`config.mk`:
```
export PLATFORM = sky130hd
export DESIGN_NAME = pc_if_stage
export DESIGN_NICKNAME = d
export VERILOG_FILES = /design/src/rtl/pc_if_stage_pkg.sv /design/src/rtl/pc_if_stage_npc_calc.sv /design/src/rtl/pc_if_stage.sv
export SDC_FILE = /design/constraint.sdc
export NUM_CORES = 1
export LEC_CHECK = 0
export BUFFER_PORTS_ARGS = -buffer_cell sky130_fd_sc_hd__buf_4
export CAP_MARGIN = 30
export CORE_ASPECT_RATIO = 0.5
export CORE_UTILIZATION = 50
export DETAILED_ROUTE_END_ITERATION = 10
export PLACE_DENSITY = 0.78
export SLEW_MARGIN = 20
export SYNTH_ARGS = -nofsm -noshare
export SYNTH_HDL_FRONTEND = slang
export SYNTH_SLANG_ARGS = --single-unit
```
`constraint.sdc`:
```
create_clock -name clk -period 6.2 [get_ports clk]
set_clock_uncertainty 0.2 [all_clocks]
set_input_delay 1.24 -clock clk [delete_from_list [all_inputs] [get_ports clk]]
set_output_delay 1.24 -clock clk [all_outputs]
set_load 0.03 [all_outputs]
```
`src/rtl/pc_if_stage_pkg.sv`:
```
// Shared definitions for the fetch stage: next-PC operation encodings
// (also used by the ID decoder) and reset constants.
package pc_if_stage_pkg;

  typedef enum logic [1:0] {
    NPC_SEQ = 2'b00,
    NPC_BR  = 2'b01,
    NPC_J   = 2'b10,
    NPC_JR  = 2'b11
  } npc_op_e;

  localparam logic [31:0] RESET_PC_DEFAULT  = 32'h0000_3000;
  localparam logic [31:0] NOP_INSTR_DEFAULT = 32'h0000_0000;

  // Branch offset: sign-extended word offset converted to a byte offset.
  function automatic logic [31:0] branch_offset(input logic [15:0] imm16);
    return {{14{imm16[15]}}, imm16, 2'b00};
  endfunction

endpackage

```
`src/rtl/pc_if_stage_npc_calc.sv`:
```
// Combinational next-PC selection. Branch and jump targets are formed
// relative to the ID-stage instruction (the delay slot is already in flight).
module npc_calc
  import pc_if_stage_pkg::*;
(
  input  logic [31:0] pc,
  input  logic [31:0] id_pc,
  input  logic [1:0]  npc_op,
  input  logic        br,
  input  logic [15:0] imm16,
  input  logic [25:0] instr_index,
  input  logic [31:0] jr_target,
  output logic [31:0] npc
);

  logic [31:0] seq_pc;
  logic [31:0] id_pc4;

  assign seq_pc = pc + 32'd4;
  assign id_pc4 = id_pc + 32'd4;

  always_comb begin
    npc = seq_pc;
    unique case (npc_op_e'(npc_op))
      NPC_SEQ: npc = seq_pc;
      NPC_BR:  npc = br ? (id_pc4 + branch_offset(imm16)) : seq_pc;
      NPC_J:   npc = {id_pc4[31:28], instr_index, 2'b00};
      NPC_JR:  npc = jr_target;
      default: npc = seq_pc;
    endcase
  end

endmodule

```
`src/rtl/pc_if_stage.sv`:
```
// MIPS fetch stage: program counter register, next-PC selection and the
// IF/ID pipeline register. Stall freezes both registers and drops any redirect.
module pc_if_stage
  import pc_if_stage_pkg::*;
#(
  parameter logic [31:0] RESET_PC  = RESET_PC_DEFAULT,
  parameter logic [31:0] NOP_INSTR = NOP_INSTR_DEFAULT
) (
  input  logic        clk,
  input  logic        reset,
  input  logic        stall,
  input  logic [1:0]  npc_op,
  input  logic        br,
  input  logic [15:0] imm16,
  input  logic [25:0] instr_index,
  input  logic [31:0] jr_target,
  input  logic [31:0] im_instr,
  output logic [31:0] pc,
  output logic [31:0] id_instr,
  output logic [31:0] id_pc,
  output logic [31:0] id_pc8
);

  logic [31:0] npc;

  npc_calc u_npc_calc (
    .pc          (pc),
    .id_pc       (id_pc),
    .npc_op      (npc_op),
    .br          (br),
    .imm16       (imm16),
    .instr_index (instr_index),
    .jr_target   (jr_target),
    .npc         (npc)
  );

  // A redirect seen during a stall is not stored; the held ID instruction
  // re-evaluates and redirects on the first non-stalled edge.
  always_ff @(posedge clk or negedge reset) begin
    if (!reset) begin
      pc       <= RESET_PC;
      id_instr <= NOP_INSTR;
      id_pc    <= 32'h0000_0000;
    end else if (!stall) begin
      pc       <= npc;
      id_instr <= im_instr;
      id_pc    <= pc;
    end
  end

  assign id_pc8 = id_pc + 32'd8;

endmodule

```
* Word-level counts from Yosys, hierarchy flattened *
Cells that the tools add are included.

storage, ports and cells
  flip-flop bits (word level) = 96
  logic and storage cells = 13

cells by class
  reductions and logical operators = 1
  mux-type cells = 2
  $add $sub $neg = 4
  eq/ne operators = 3

operators with widths
  kind                     count
  $pmux W32 S4             1
  $add A32 B3 Y32 const B  2
  $add A32 B32 Y32         1
  $add A32 B4 Y32 const B  1
  $mux W32                 1
  $eq A2 B2 Y1 const B     2
  $eq A2 B1 Y1 const B     1
  $logic_not A2 Y1         1

* Depth between registers and ports, before layout *
Gate-level depths: netlist of the first run.

  word-level depth = 4
  gate-level depth with buffers = 19
  mapped depth without buffers = 16

* Modules after synthesis *
From an unflattened synthesis of the first run, not the netlist that was laid out.

unflattened totals
  cells, all modules = 848
  area, all modules = 7890.1 um^2

modules (own cells, without submodules)
  module       instances  area each (um^2)  cells each  sequential area each (um^2)
  pc_if_stage  1          4134.0            288         2404.8
  npc_calc     1          3756.1            560         0.0

* Least setup slack after synthesis of the first run *
Ideal clock, no wire load.

  path type = register -> register
  start point = register id_pc[4]
  end point = register pc[30]
  path slack = 2.084 ns
  clock period less this slack = 4.116 ns
  path buffers = 2
  cell stages (with the launch flop) = 19
  arrival time = 3.851 ns
  cells stage by stage = dfrtp_1 -> ha_1 -> nand4_1 -> nor3_2 -> and2_1 -> and4_1 -> buf_2 -> nand4_1 -> xnor2_1 -> ha_1 -> buf_4 -> and2_4 -> a221o_1 -> a21o_1 -> a21oi_1 -> o21ai_1 -> a21o_1 -> a211oi_1 -> a31o_1

between the ends
  longest elaborated chain between the ends = 4

RTL lines
  element                   RTL line                    source
  start: declaration        pc_if_stage.sv:20           output logic [31:0] id_pc,
  start signal: assignment  pc_if_stage.sv:47           id_pc <= pc;
  $add A32 B3 Y32 *         pc_if_stage_npc_calc.sv:20  assign id_pc4 = id_pc + 32'd4;
  $add A32 B32 Y32          pc_if_stage_npc_calc.sv:26  NPC_BR: npc = br ? (id_pc4 + branch_offset(imm16)) : seq_pc;
  $mux W32                  pc_if_stage_npc_calc.sv:26
  $pmux W32 S4 *            pc_if_stage_npc_calc.sv:24  unique case (npc_op_e'(npc_op))
  end signal: assignment    pc_if_stage.sv:45           pc <= npc;
  end: declaration          pc_if_stage.sv:18           output logic [31:0] pc,

Every way passes the cells marked *; elsewhere a longest branch is shown, timed or not.
A chain may end at the register's enable or synchronous reset.

* Worst setup path in the final report of the first run *
Same ends and word-level chain as after synthesis.

==> run metrics, run 1 <==
pwr dens=between 300 and 400 mW/mm^2; cell count of the worst reg-to-reg path=16; Crit. Startpoint=id_pc[4]$_DFFE_PN0N_; number of violations reported at the end of detailed-routing iteration 0=roughly 680; switching power=~1.5 mW; ant diodes=0; Setup Total Neg Slack=0 ns; Hold-fix buffers, CTS=0; worst setup slack after placement=between 1.5 and 2 ns; Net Sw Frac=46.7%; global router's overall resource usage=around 30%; final design area excluding fillers=0.00984 mm^2; hold path depth=1; multiplexer share of the synthesized area=between 10% and 20%; status=complete, no violations; setup ws final=between 1.5 and 2 ns; endpoint class of the critical path=register; setup violators final=0; deepest clock path buffer count=2; data arrival time of the worst path=around 4.7 ns; total of cells resized after clock tree synthesis=0; proportion of synthesized chip area in sequential cells=between 30% and 40%; number of port buffers=239; worst-skew pair later-pin latency=0.36 ns; Flop pwr share=around 30%; net count of the finished layout=between 1000 and 1500; unrepaired setup endpoints after global routing=no; timing-limited maximum frequency=217 MHz; DRT Pass-1 Iters=5; via/cell ratio=roughly 5.9; portion of the clock cycle consumed by the worst path in the final layout=74.4%; share of synthesized cell area in full adder, half adder and majority cells=between 6 and 7%; FF-to-FF Start=id_pc[4]$_DFFE_PN0N_; TritonCTS Sinks=96; slowest cell delay on critical path=slightly below 0.5 ns; top library cells by usage in the layout, fill and taps aside=sky130_fd_sc_hd__buf_4, sky130_fd_sc_hd__dfrtp_1, sky130_fd_sc_hd__nand2_1; estimated wirelength of the detail-placed design=18700 um; height of the chip=around 90 um; cell count after synthesis=approximately 860; Hold Crit Start=id_instr[31]$_DFFE_PN0N_; internal power of the cells=between 1.5 and 2 mW; number of distinct library cells after synthesis=76; nets in the synthesized netlist=slightly above 1000; Max Cap Viol=0; reg-to-reg slack, setup=1.59 ns; clock tree root buffer cell=sky130_fd_sc_hd__clkbuf_16; effective utilization at floorplan=a little over half; CORE AREA=~0.015 mm^2; area grow syn2layout=27.1%; buffers plus inverters on the worst setup path=0; die area=0.0160 mm^2; pin count of the biggest net entering global routing=between 60 and 70; FILL cells=around 1200; clock transition at the register clock pins on the worst setup and hold paths after CTS=0.08 ns; pin slew with the least headroom to its limit=approximately 0.8 ns; sum of routed wire length over all layers=approximately 24000 um; Post-Synth XOR/XNOR Area=approximately 10%; leading cell type in the layout, fill and taps excluded=sky130_fd_sc_hd__buf_4; series of cell instances along the critical path=ha_1 -> nand4_1 -> nor3_2 -> and2_1 -> and4_1 -> nand4_1 -> xnor2_1 -> ha_1 -> and2_4 -> a221o_1 -> a21o_1 -> a21oi_1 -> o21ai_1 -> a21o_1 -> a211oi_1 -> a31o_1; Remaining Overflow, GRT=0; drc violations=0; number of ports placed on the die boundary=240; WP data required=roughly 6.3 ns; Max Slew Vio Count=0; relative contribution of the clock network to total power=between 10% and 20%; combinational family with the most area after synthesis=simple AND/OR/NAND/NOR gates; dpl cells=~1300; layout cell share with drive strength beyond 1=34.3%; Synth Area in Simple Gates=~18%; shortest period the worst path allows=between 4 and 5 ns; fraction of the mapped netlist area in compound gates=17.4%; cell area reported after detailed placement=roughly 0.0095 mm^2; Yosys warnings=0; wire length of the first global-routing pass=approximately 38000 um; terminating pin of the worst hold path=id_instr[31]$_DFFE_PN0N_; average cell area after synthesis=~9 um^2; count of standard-cell rows=31; non-filler cells in the finished layout=~1300; Max Fanout on Critical Path=9; nature of the critical path startpoint=register; vias in the first global route=roughly 7000; max-slew headroom at the worst pin=between 40% and 50%; number of enable-type register cells in the synthesized netlist=0; Logic pwr share=between 50% and 60%; number of H-tree levels=3; reported leakage power=~4.5 nW; wire per inst=approximately 19 um; total setup buffers inserted after CTS=0; FF-to-FF End=pc[30]$_DFFE_PN0N_; initial antenna violation count=0; most instantiated flip-flop cell in the synthesis netlist=sky130_fd_sc_hd__dfrtp_1; DIE WIDTH=around 180 um; dominant delay contributor by cell family on the critical path=simple AND/OR/NAND/NOR gates; detailed-route via count=around 7500; count of nets left with antenna violations after detail routing=0; fraction of registers with async set or reset after synthesis=100%; Final Core Density=between 60 and 70%; critical path's slowest cell=sky130_fd_sc_hd__dfrtp_1; post-synthesis instance area=around 0.0077 mm^2; Routability Congestion=~0.93; worst supply voltage drop on vdd=~0.19 mV; CTS tree=built; type of the tightest min-delay check=register to register; CTS buffer count=9; final hold violation count=0; category of the critical setup timing path=register to register; flops & latches, synth=between 90 and 100
-- cells by family (layout without fill, tap and decap cells) --
logic type | count (synthesis) | in the layout
compound gates | 206 | 206
xor+xnor | 87 | 87
fa+ha+maj | 39 | 39
buf+inv | 74 | 283
flops | 96 | 96
mux | 87 | 87
simple gates | 275 | 275
-- power by group through the flow --
stage | Combinational, mW | Sequential, mW | Clock, mW
6_report | 1.65 | 0.958 | 0.586
5_1_grt | 1.78 | 0.977 | 0.618
4_1_cts | 1.65 | 0.953 | 0.592
3_5_place_dp | 1.64 | 0.965 | 0
3_3_place_gp | 1.63 | 0.956 | 0
2_1_floorplan | 0.931 | 1.10 | 0
-- sequential cells by signal, summed over array words and instances, names as in the netlist --
name	cells
id_pc	32
pc	32
id_instr	32
-- synthesized netlist by cell type, types with 7 or more instances --
cell type / number / share of area, %
sky130_fd_sc_hd__mux2i_1: 7 / 0.90
sky130_fd_sc_hd__and2_1: 8 / 0.65
sky130_fd_sc_hd__o21ai_0: 53 / 3.4
sky130_fd_sc_hd__mux2_2: 80 / 12
sky130_fd_sc_hd__nand3_1: 30 / 1.9
sky130_fd_sc_hd__nor3_1: 22 / 1.4
sky130_fd_sc_hd__a31oi_1: 11 / 0.89
sky130_fd_sc_hd__a211oi_1: 9 / 0.87
sky130_fd_sc_hd__nand2_1: 92 / 4.5
sky130_fd_sc_hd__a21oi_1: 55 / 3.6
sky130_fd_sc_hd__inv_1: 20 / 0.97
sky130_fd_sc_hd__nor2b_1: 8 / 0.65
sky130_fd_sc_hd__and3_1: 14 / 1.1
sky130_fd_sc_hd__nand4_1: 24 / 1.9
sky130_fd_sc_hd__nor2_1: 41 / 2.0
sky130_fd_sc_hd__clkbuf_1: 35 / 1.7
sky130_fd_sc_hd__dfrtp_1: 94 / 30
sky130_fd_sc_hd__xor2_1: 35 / 4.0
sky130_fd_sc_hd__and4_1: 7 / 0.79
sky130_fd_sc_hd__xnor2_1: 52 / 5.9
sky130_fd_sc_hd__a21o_1: 11 / 1.1
sky130_fd_sc_hd__ha_1: 38 / 6.1
-- per-layer routing --
layer	vias up	wire (um)	global-route usage (%)
li1	3535	-	-
met1	3629	10800	42.7
met2	297	11300	47.7
met3	27	1840	6.64
met4	0	357	6.70
met5	-	0	0
-- worst max-delay path by stage --
stage | end | slack, ns | cells after the start
6_report | pc[30]$_DFFE_PN0N_ | 1.59 | 16
5_1_grt | pc[30]$_DFFE_PN0N_ | 1.34 | 16
4_1_cts | pc[30]$_DFFE_PN0N_ | 1.68 | 16
3_5_place_dp | pc[30]$_DFFE_PN0N_ | 1.73 | 16
3_3_place_gp | pc[30]$_DFFE_PN0N_ | 1.89 | 16
2_1_floorplan | pc[30]$_DFFE_PN0N_ | 2.08 | 18
-- cell type report --
class                           instances  area, um^2  area share (%)
Multi-Input combinational cell        694        4970            50.5
Inverter                               21        78.8           0.801
Clock inverter                          7        73.8           0.750
Timing Repair Buffer                  246        1850            18.8
Sequential cell                        96        2400            24.4
Tap cell                              198         248            2.52
Clock buffer                            9         225            2.29
-- per-stage QoR --
step	power, mW	hold WS [ns]
3_3_place_gp	2.59	0.290
2_1_floorplan	2.04	0.362
3_5_place_dp	2.61	0.295
4_1_cts	3.19	0.314
6_report	3.20	0.310
5_1_grt	3.37	0.319
Power figures use the tool's default switching activity.
==> run 2: changes to the inputs <==
Settings changed: ABC_AREA from default to 1, CORE_UTILIZATION 50 to 49, PLACE_DENSITY 0.78 to 0.79.
Clock period 6.2 ns to 3.8 ns, I/O delays scaled along.
==> run 2 against run 1 <==
Register-to-register slack lost 1.4 ns. Non-clock buffer count is 69 higher. Synthesized cell count grew 61%. First-iteration DRC count increased to 2.8 times the previous value. Critical path type unchanged. Clock power is 60% higher. Setup slack got worse by 1.4 ns. Clock-buffer cell count increased by 1. Utilization grew 1.8 points. Critical endpoint is now pc[16]$_DFFE_PN0N_. Final cell count up 51%. Die area is 13% higher. Flip-flop and latch count is the same.
==> run metrics, run 2 <==
reported leakage power=6.23 nW (was 4.47 nW); number of port buffers=239 (unchanged); FILL cells=1436 (was 1237); nature of the critical path startpoint=register (unchanged); CTS buffer count=9 (unchanged); top area cells in the synthesized netlist=sky130_fd_sc_hd__dfrtp_1, sky130_fd_sc_hd__nand2_1, sky130_fd_sc_hd__inv_1 (was sky130_fd_sc_hd__dfrtp_1, sky130_fd_sc_hd__mux2_2, sky130_fd_sc_hd__ha_1); ant diodes=0 (unchanged); via/cell ratio=5.67 (was 5.89); vias in the first global route=10100 (was 7011); deepest clock path buffer count=2 (unchanged); flops & latches, synth=96 (unchanged); final design area excluding fillers=0.0115 mm^2 (was 0.00984 mm^2); cell area reported after detailed placement=0.0110 mm^2 (was 0.00954 mm^2); WP data required=3.84 ns (was 6.29 ns); count of nets left with antenna violations after detail routing=0 (unchanged); wire per inst=21.1 um (was 19.1 um); effective utilization at floorplan=51.3% (was 52.4%); final hold violation count=0 (unchanged); cell count of the worst reg-to-reg path=18 (was 16); top-count cell post-synth=sky130_fd_sc_hd__nand2_1 (was sky130_fd_sc_hd__dfrtp_1); clock tree root buffer cell=sky130_fd_sc_hd__clkbuf_16 (unchanged); CTS tree=built (unchanged); proportion of synthesized chip area in sequential cells=27.9% (was 31.1%); number of distinct library cells after synthesis=46 (was 76); endpoint class of the critical path=register (unchanged); shortest period the worst path allows=3.63 ns (was 4.61 ns); Routability Congestion=1.08 (was 0.931); Max Cap Viol=0 (unchanged); reg-to-reg slack, setup=0.17 ns (was 1.59 ns); pin slew with the least headroom to its limit=0.792 ns (was 0.777 ns); most instantiated flip-flop cell in the synthesis netlist=sky130_fd_sc_hd__dfrtp_1 (unchanged); setup violators final=0 (unchanged); area grow syn2layout=33.3% (was 27.1%); initial antenna violation count=0 (unchanged); pwr dens=433 mW/mm^2 (was 325 mW/mm^2); net count of the finished layout=1832 (was 1219); detailed-route via count=10900 (was 7488); top library cells by usage in the layout, fill and taps aside=sky130_fd_sc_hd__nand2_1, sky130_fd_sc_hd__buf_4, sky130_fd_sc_hd__inv_1 (was sky130_fd_sc_hd__buf_4, sky130_fd_sc_hd__dfrtp_1, sky130_fd_sc_hd__nand2_1); portion of the clock cycle consumed by the worst path in the final layout=95.6% (was 74.4%); timing-limited maximum frequency=275 MHz (was 217 MHz); sum of routed wire length over all layers=40300 um (was 24300 um); number of ports placed on the die boundary=240 (unchanged); Remaining Overflow, GRT=0 (unchanged); count of standard-cell rows=33 (was 31); Setup Total Neg Slack=0 ns (unchanged); estimated wirelength of the detail-placed design=32600 um (was 18700 um); type of the tightest min-delay check=primary input to async pin (was register to register); max-slew headroom at the worst pin=47.2% (was 47.8%); number of enable-type register cells in the synthesized netlist=0 (unchanged); layout cell share with drive strength beyond 1=23.0% (was 34.3%); leading cell type in the layout, fill and taps excluded=sky130_fd_sc_hd__nand2_1 (was sky130_fd_sc_hd__buf_4); library cell occupying the most area in the post-synthesis netlist=sky130_fd_sc_hd__dfrtp_1 (unchanged); Max Slew Vio Count=0 (unchanged); DIE WIDTH=189 um (was 178 um); global router's overall resource usage=44.7% (was 30.4%); CORE AREA=0.0168 mm^2 (was 0.0148 mm^2); post-synthesis instance area=0.00860 mm^2 (was 0.00774 mm^2); Sequential Area=0.00242 mm^2 (was 0.00240 mm^2); pin count of the biggest net entering global routing=78 (was 66); nets in the synthesized netlist=1545 (was 1015); DRT Pass-1 Iters=6 (was 5); status=complete, no violations (unchanged); clock transition at the register clock pins on the worst setup and hold paths after CTS=0.09 ns (was 0.08 ns); Yosys warnings=0 (unchanged); number of violations reported at the end of detailed-routing iteration 0=1904 (was 675); share of the synthesized area in the top cell type=27.3% (was 30.4%); TritonCTS Sinks=96 (unchanged); drc violations=0 (unchanged); height of the chip=95.7 um (was 90 um); die area=0.0181 mm^2 (was 0.0160 mm^2); Max Fanout on Critical Path=6 (was 9); category of the critical setup timing path=register to register (unchanged); worst supply voltage drop on vdd=0.237 mV (was 0.194 mV); fraction of registers with async set or reset after synthesis=100% (unchanged); cell count after synthesis=1394 (was 864); average cell area after synthesis=6.17 um^2 (was 8.96 um^2); worst-skew pair later-pin latency=0.35 ns (was 0.36 ns); Multi-input gate area=0.00534 mm^2 (was 0.00497 mm^2); number of H-tree levels=3 (unchanged); synth cell count leaders=sky130_fd_sc_hd__nand2_1, sky130_fd_sc_hd__inv_1, sky130_fd_sc_hd__nor2_1 (was sky130_fd_sc_hd__dfrtp_1, sky130_fd_sc_hd__nand2_1, sky130_fd_sc_hd__mux2_2); data arrival time of the worst path=3.68 ns (was 4.70 ns); registers with the highest flip-flop counts=id_instr x32, id_pc x32, pc x32 (unchanged); wire length of the first global-routing pass=59600 um (was 38200 um)
run 2: cell count changes in the layout (fill, tap and decap cells not counted), sizes merged, moves of 16 or more:
cell and delta:
mux2 -80, xnor2 -42, nor2 +75, and3 -16, inv +184, buf +69
nand3 +63, nand2 +440
run 2: critical path, cell delays in order (launching register included):
cell,delay [ns]
sky130_fd_sc_hd__dfrtp_1,0.60
sky130_fd_sc_hd__nand3_2,0.21
sky130_fd_sc_hd__nor2_4,0.18
sky130_fd_sc_hd__inv_2,0.07
sky130_fd_sc_hd__nor2_4,0.11
sky130_fd_sc_hd__nand2_1,0.07
sky130_fd_sc_hd__xor2_1,0.21
sky130_fd_sc_hd__ha_1,0.30
sky130_fd_sc_hd__nand2_1,0.11
sky130_fd_sc_hd__inv_1,0.06
sky130_fd_sc_hd__a21oi_1,0.18
sky130_fd_sc_hd__nand3_1,0.29
sky130_fd_sc_hd__nand2_1,0.14
sky130_fd_sc_hd__nand2_1,0.07
sky130_fd_sc_hd__o21ai_0,0.34
sky130_fd_sc_hd__buf_4,0.20
sky130_fd_sc_hd__nand3b_1,0.07
sky130_fd_sc_hd__nand2_1,0.06
sky130_fd_sc_hd__inv_1,0.04
run 2: cell type report:
cell class              count  area share (%)
multi-input cells        1054            46.6
flip-flops and latches     96            21.1
repair buffers            315            20.7
inverters                 205            6.71
well taps                 227            2.48
clock buffers              10            2.00
clock inverters             6           0.469
run 2: routing by layer:
layer  track usage [%]  wire (um)
met1              62.5      16900
met3              17.6       6320
met5                 0          0
met4              10.1       1030
met2              64.1      16100
run 2: timing repair:
action                     in CTS  in global routing
pin swaps                       0                  3
buffers inserted                0                  5
hold buffers                    0                  0
setup endpoints to repair       1                 17
gates resized for setup         2                 32
run 2: path summary, 6_finish.rpt:
| path | end | start |
|---|---|---|
| worst max-delay path | pc[16]$_DFFE_PN0N_ | id_pc[5]$_DFFE_PN0N_ |
| worst min register to register | id_instr[3]$_DFFE_PN0N_ | id_instr[3]$_DFFE_PN0N_ |
| min in group clk | id_instr[3]$_DFFE_PN0N_ | id_instr[3]$_DFFE_PN0N_ |
| worst max register to register | pc[16]$_DFFE_PN0N_ | id_pc[5]$_DFFE_PN0N_ |
| max in group asynchronous | pc[12]$_DFFE_PN1N_ | reset |
| worst min-delay path | id_instr[9]$_DFFE_PN0N_ | reset |
run 2: cells by family after synthesis:
| kind of cell | Yosys count | share of synthesized area, % |
|---|---|---|
| AOI/OAI and AO/OA | 158 | 10.7 |
| adders and majority gates | 39 | 5.76 |
| muxes | 4 | 0.465 |
| xor gates and xnor gates | 50 | 5.09 |
| buffers and inverters | 244 | 11.0 |
| and+or+nand+nor | 803 | 39.1 |
| DFF | 96 | 27.9 |
run 2: report_power, final:
part	internal (mW)	switching, mW	total (mW)	leakage [nW]
sequential	1.16	0.219	1.38	1.13
combinational	0.897	1.75	2.65	4.96
clock	0.457	0.481	0.938	0.129
total	2.52	2.46	4.97	6.23
run 2: metrics by stage:
step                cells  total power, mW  hold WS, ns  util, %  setup slack [ns]
floorplan            1394             2.77        0.264        -            0.0641
global placement     1891             3.87        0.266     65.8            -0.146
detailed placement   1891             3.88        0.269     65.8           -0.0959
CTS                  1907             4.79        0.286     67.5         0.0000542
global route         1913             5.16        0.305     68.4           -0.0367
finish               1913             4.97        0.250     68.4             0.168
==> run 3: changes to the inputs <==
Settings changed: CELL_PAD_IN_SITES_DETAIL_PLACEMENT from default to 1, CELL_PAD_IN_SITES_GLOBAL_PLACEMENT from default to 2, CORE_UTILIZATION 49 to 25, PLACE_DENSITY 0.79 to default, PLACE_DENSITY_LB_ADDON from default to 0.25.
==> run 3 against run 2 <==
Maximum frequency shrank 0.17%. Clock power grew 11%. First-iteration DRC count fell by 71%. Power grew 1.5%.
==> run metrics, run 3 (synthesis gave the netlist of run 2 again) <==
status=complete, no violations (unchanged); CTS tree=built (unchanged); switching power=2.36 mW (was 2.46 mW); CTS buffer count=9 (unchanged); WP data required=3.84 ns (about the same); sum of routed wire length over all layers=41500 um (was 40300 um); number of violations reported at the end of detailed-routing iteration 0=558 (was 1904); met2 WL=19200 um (was 16100 um); Max Cap Viol=0 (unchanged); portion of the clock cycle consumed by the worst path in the final layout=95.7% (was 95.6%); Routability Congestion=0.966 (was 1.08); type of the tightest min-delay check=register to register (was primary input to async pin); net count of the finished layout=1846 (was 1832); area grow syn2layout=40.2% (was 33.3%); Hold Crit Start=id_instr[0]$_DFFE_PN0N_; Crit. Startpoint=id_pc[3]$_DFFE_PN0N_ (was id_pc[5]$_DFFE_PN0N_); top metal layer carrying routed signals=met4 (unchanged); FF-to-FF End=pc[31]$_DFFE_PN0N_ (was pc[16]$_DFFE_PN0N_); Net Sw Frac=46.8% (was 49.4%); detailed-route via count=10300 (was 10900); Post-Route M1 WL=19600 um (was 16900 um); internal power of the cells=2.68 mW (was 2.52 mW); via/cell ratio=4.79 (was 5.67); worst supply voltage drop on vdd=0.209 mV (was 0.237 mV); capturing instance or port of the critical path=pc[31]$_DFFE_PN0N_ (was pc[16]$_DFFE_PN0N_); crit-path most repeated cell=sky130_fd_sc_hd__nand2_1 (unchanged); final hold violation count=0 (unchanged); buffers plus inverters on the worst setup path=3 (was 4); number of ports placed on the die boundary=240 (unchanged); DIE WIDTH=264 um (was 189 um); Setup Total Neg Slack=0 ns (unchanged); reg-to-reg slack, setup=0.16 ns (was 0.17 ns); drc violations=0 (unchanged); layout cell share with drive strength beyond 1=24.6% (was 23.0%); timing-limited maximum frequency=275 MHz (about the same); pin slew with the least headroom to its limit=0.853 ns (was 0.792 ns); CORE AREA=0.0335 mm^2 (was 0.0168 mm^2); top library cells by usage in the layout, fill and taps aside=sky130_fd_sc_hd__nand2_1, sky130_fd_sc_hd__buf_4, sky130_fd_sc_hd__inv_1 (unchanged); data arrival time of the worst path=3.68 ns (about the same); worst-skew pair later-pin latency=0.36 ns (was 0.35 ns); setup violators final=0 (unchanged); max-slew headroom at the worst pin=43.1% (was 47.2%); Logic pwr share=52.9% (was 53.3%); nature of the critical path startpoint=register (unchanged); die area=0.0352 mm^2 (was 0.0181 mm^2); Flop pwr share=26.5% (was 27.8%); sum of internal, switching and leakage power=5.04 mW (was 4.97 mW); number of H-tree levels=3 (unchanged); initial antenna violation count=0 (unchanged); deepest clock path buffer count=2 (unchanged); height of the chip=133 um (was 95.7 um); number of port buffers=239 (unchanged); wire length of the first global-routing pass=62700 um (was 59600 um); category of the critical setup timing path=register to register (unchanged); endpoint class of the critical path=register (unchanged); Sequential Area=0.00241 mm^2 (was 0.00242 mm^2); count of standard-cell rows=47 (was 33); pwr dens=418 mW/mm^2 (was 433 mW/mm^2); relative contribution of the clock network to total power=20.7% (was 18.9%); Max Fanout on Critical Path=5 (was 6); leading cell type in the layout, fill and taps excluded=sky130_fd_sc_hd__nand2_1 (unchanged); FF-to-FF Start=id_pc[3]$_DFFE_PN0N_ (was id_pc[5]$_DFFE_PN0N_); pin count of the biggest net entering global routing=67 (was 78); Max Slew Vio Count=0 (unchanged); DRT Pass-1 Iters=5 (was 6); estimated wirelength of the detail-placed design=34800 um (was 32600 um); clock transition at the register clock pins on the worst setup and hold paths after CTS=0.08 ns (was 0.09 ns); met3 wire length=1790 um (was 6320 um); dominant delay contributor by cell family on the critical path=simple AND/OR/NAND/NOR gates (unchanged); series of cell instances along the critical path=buf_4 -> ha_2 -> nand3_4 -> nor2_8 -> nand2_4 -> nor3_4 -> buf_4 -> nand2_1 -> nand2_1 -> nand2_1 -> ha_1 -> nand2_1 -> nor3_2 -> nand2_1 -> nor2_1 -> nand2_1 -> nand2_1 -> nand2_1 -> nand3_1 -> nand3_1 -> nand2_1 -> inv_1 (was nand3_2 -> nor2_4 -> inv_2 -> nor2_4 -> nand2_1 -> xor2_1 -> ha_1 -> nand2_1 -> inv_1 -> a21oi_1 -> nand3_1 -> nand2_1 -> nand2_1 -> o21ai_0 -> buf_4 -> nand3b_1 -> nand2_1 -> inv_1); Hold-fix buffers, CTS=0 (unchanged); Multi-input gate area=0.00549 mm^2 (was 0.00534 mm^2); Crit. path cell count=22 (was 18); count of nets left with antenna violations after detail routing=0 (unchanged); critical path's slowest cell=sky130_fd_sc_hd__ha_1 (was sky130_fd_sc_hd__dfrtp_1); cell count of the worst reg-to-reg path=22 (was 18); effective utilization at floorplan=25.7% (was 51.3%); FILL cells=4306 (was 1436); vias in the first global route=10500 (was 10100); shortest period the worst path allows=3.64 ns (was 3.63 ns); slowest cell delay on critical path=0.40 ns (was 0.60 ns); global router's overall resource usage=23.4% (was 44.7%); wire per inst=19.4 um (was 21.1 um); unrepaired setup endpoints after global routing=yes; registers with the highest flip-flop counts=id_instr x32, id_pc x32, pc x32 (unchanged); reported leakage power=6.39 nW (was 6.23 nW); Remaining Overflow, GRT=0 (unchanged); TritonCTS Sinks=96 (unchanged); clock tree root buffer cell=sky130_fd_sc_hd__clkbuf_16 (unchanged)
==> run 3: metal layers <==
| layer | vias up | global-route usage, % |
|---|---|---|
| met1 | 4993 | 32.3 |
| met3 | 44 | 2.64 |
| met5 | - | 0 |
| li1 | 4994 | - |
| met4 | 0 | 5.56 |
| met2 | 220 | 39.1 |
==> run 3: per-stage QoR <==
| stage | hold WS [ns] | utilization (%) | std cells | worst slack (ns) | cell area [um^2] |
|---|---|---|---|---|---|
| 6_report | 0.291 | 36.1 | 2142 | 0.162 | 12100 |
| 5_1_grt | 0.322 | 36.0 | 2141 | -0.0270 | 12100 |
| 4_1_cts | 0.297 | 35.3 | 2135 | 0.00777 | 11800 |
| 3_5_place_dp | 0.266 | 34.2 | 2117 | -0.287 | 11400 |
| 3_3_place_gp | 0.263 | 34.1 | 2116 | -0.201 | 11400 |
| 2_1_floorplan | 0.264 | - | 1394 | 0.0641 | 8600 |
==> run 3: how the worst min path moves through the flow <==
stage / endpoint / slack [ns] / depth (start not counted)
after global routing: id_instr[1]$_DFFE_PN0N_ / 0.32 / 2
after floorplan: id_instr[0]$_DFFE_PN0N_ / 0.26 / 0
after global placement: id_instr[29]$_DFFE_PN0N_ / 0.26 / 2
after CTS: id_instr[21]$_DFFE_PN0N_ / 0.30 / 2
final: id_instr[0]$_DFFE_PN0N_ / 0.29 / 2
after detailed placement: id_instr[7]$_DFFE_PN0N_ / 0.27 / 2
==> run 3: worst register-to-register path, cell delays in order, from the launching register on <==
cell and delay (ns):
sky130_fd_sc_hd__dfrtp_1 0.37, sky130_fd_sc_hd__buf_4 0.14, sky130_fd_sc_hd__ha_2 0.21, sky130_fd_sc_hd__nand3_4 0.11, sky130_fd_sc_hd__nor2_8 0.17, sky130_fd_sc_hd__nand2_4 0.08
sky130_fd_sc_hd__nor3_4 0.22, sky130_fd_sc_hd__buf_4 0.17, sky130_fd_sc_hd__nand2_1 0.05, sky130_fd_sc_hd__nand2_1 0.06, sky130_fd_sc_hd__nand2_1 0.12, sky130_fd_sc_hd__ha_1 0.41
sky130_fd_sc_hd__nand2_1 0.18, sky130_fd_sc_hd__nor3_2 0.20, sky130_fd_sc_hd__nand2_1 0.10, sky130_fd_sc_hd__nor2_1 0.15, sky130_fd_sc_hd__nand2_1 0.07, sky130_fd_sc_hd__nand2_1 0.07
sky130_fd_sc_hd__nand2_1 0.05, sky130_fd_sc_hd__nand3_1 0.17, sky130_fd_sc_hd__nand3_1 0.11, sky130_fd_sc_hd__nand2_1 0.07, sky130_fd_sc_hd__inv_1 0.04
==> run 3: power by group through the flow <==
stage / registers, mW / logic (mW) / clock network (mW)
2_1_floorplan: 1.59 / 1.18 / 0
3_3_place_gp: 1.35 / 2.56 / 0
3_5_place_dp: 1.35 / 2.58 / 0
4_1_cts: 1.33 / 2.61 / 1.08
5_1_grt: 1.36 / 2.90 / 1.12
6_report: 1.34 / 2.67 / 1.04
==> run 3: final cells by class <==
class	count	area share, %
well taps	441	4.57
repair buffers	329	20.8
multi-input cells	1054	45.5
inverters	205	6.38
clock buffers	9	1.87
clock inverters	7	0.882
flip-flops and latches	96	20.0
diodes	1	0.0207
==> run 3: timing repair <==
| item | CTS | global route |
|---|---|---|
| resized for setup | 11 | 42 |
| pin swaps | 1 | 5 |
| endpoints found under the setup margin | 14 | 18 |
| buffers inserted | 2 | 6 |
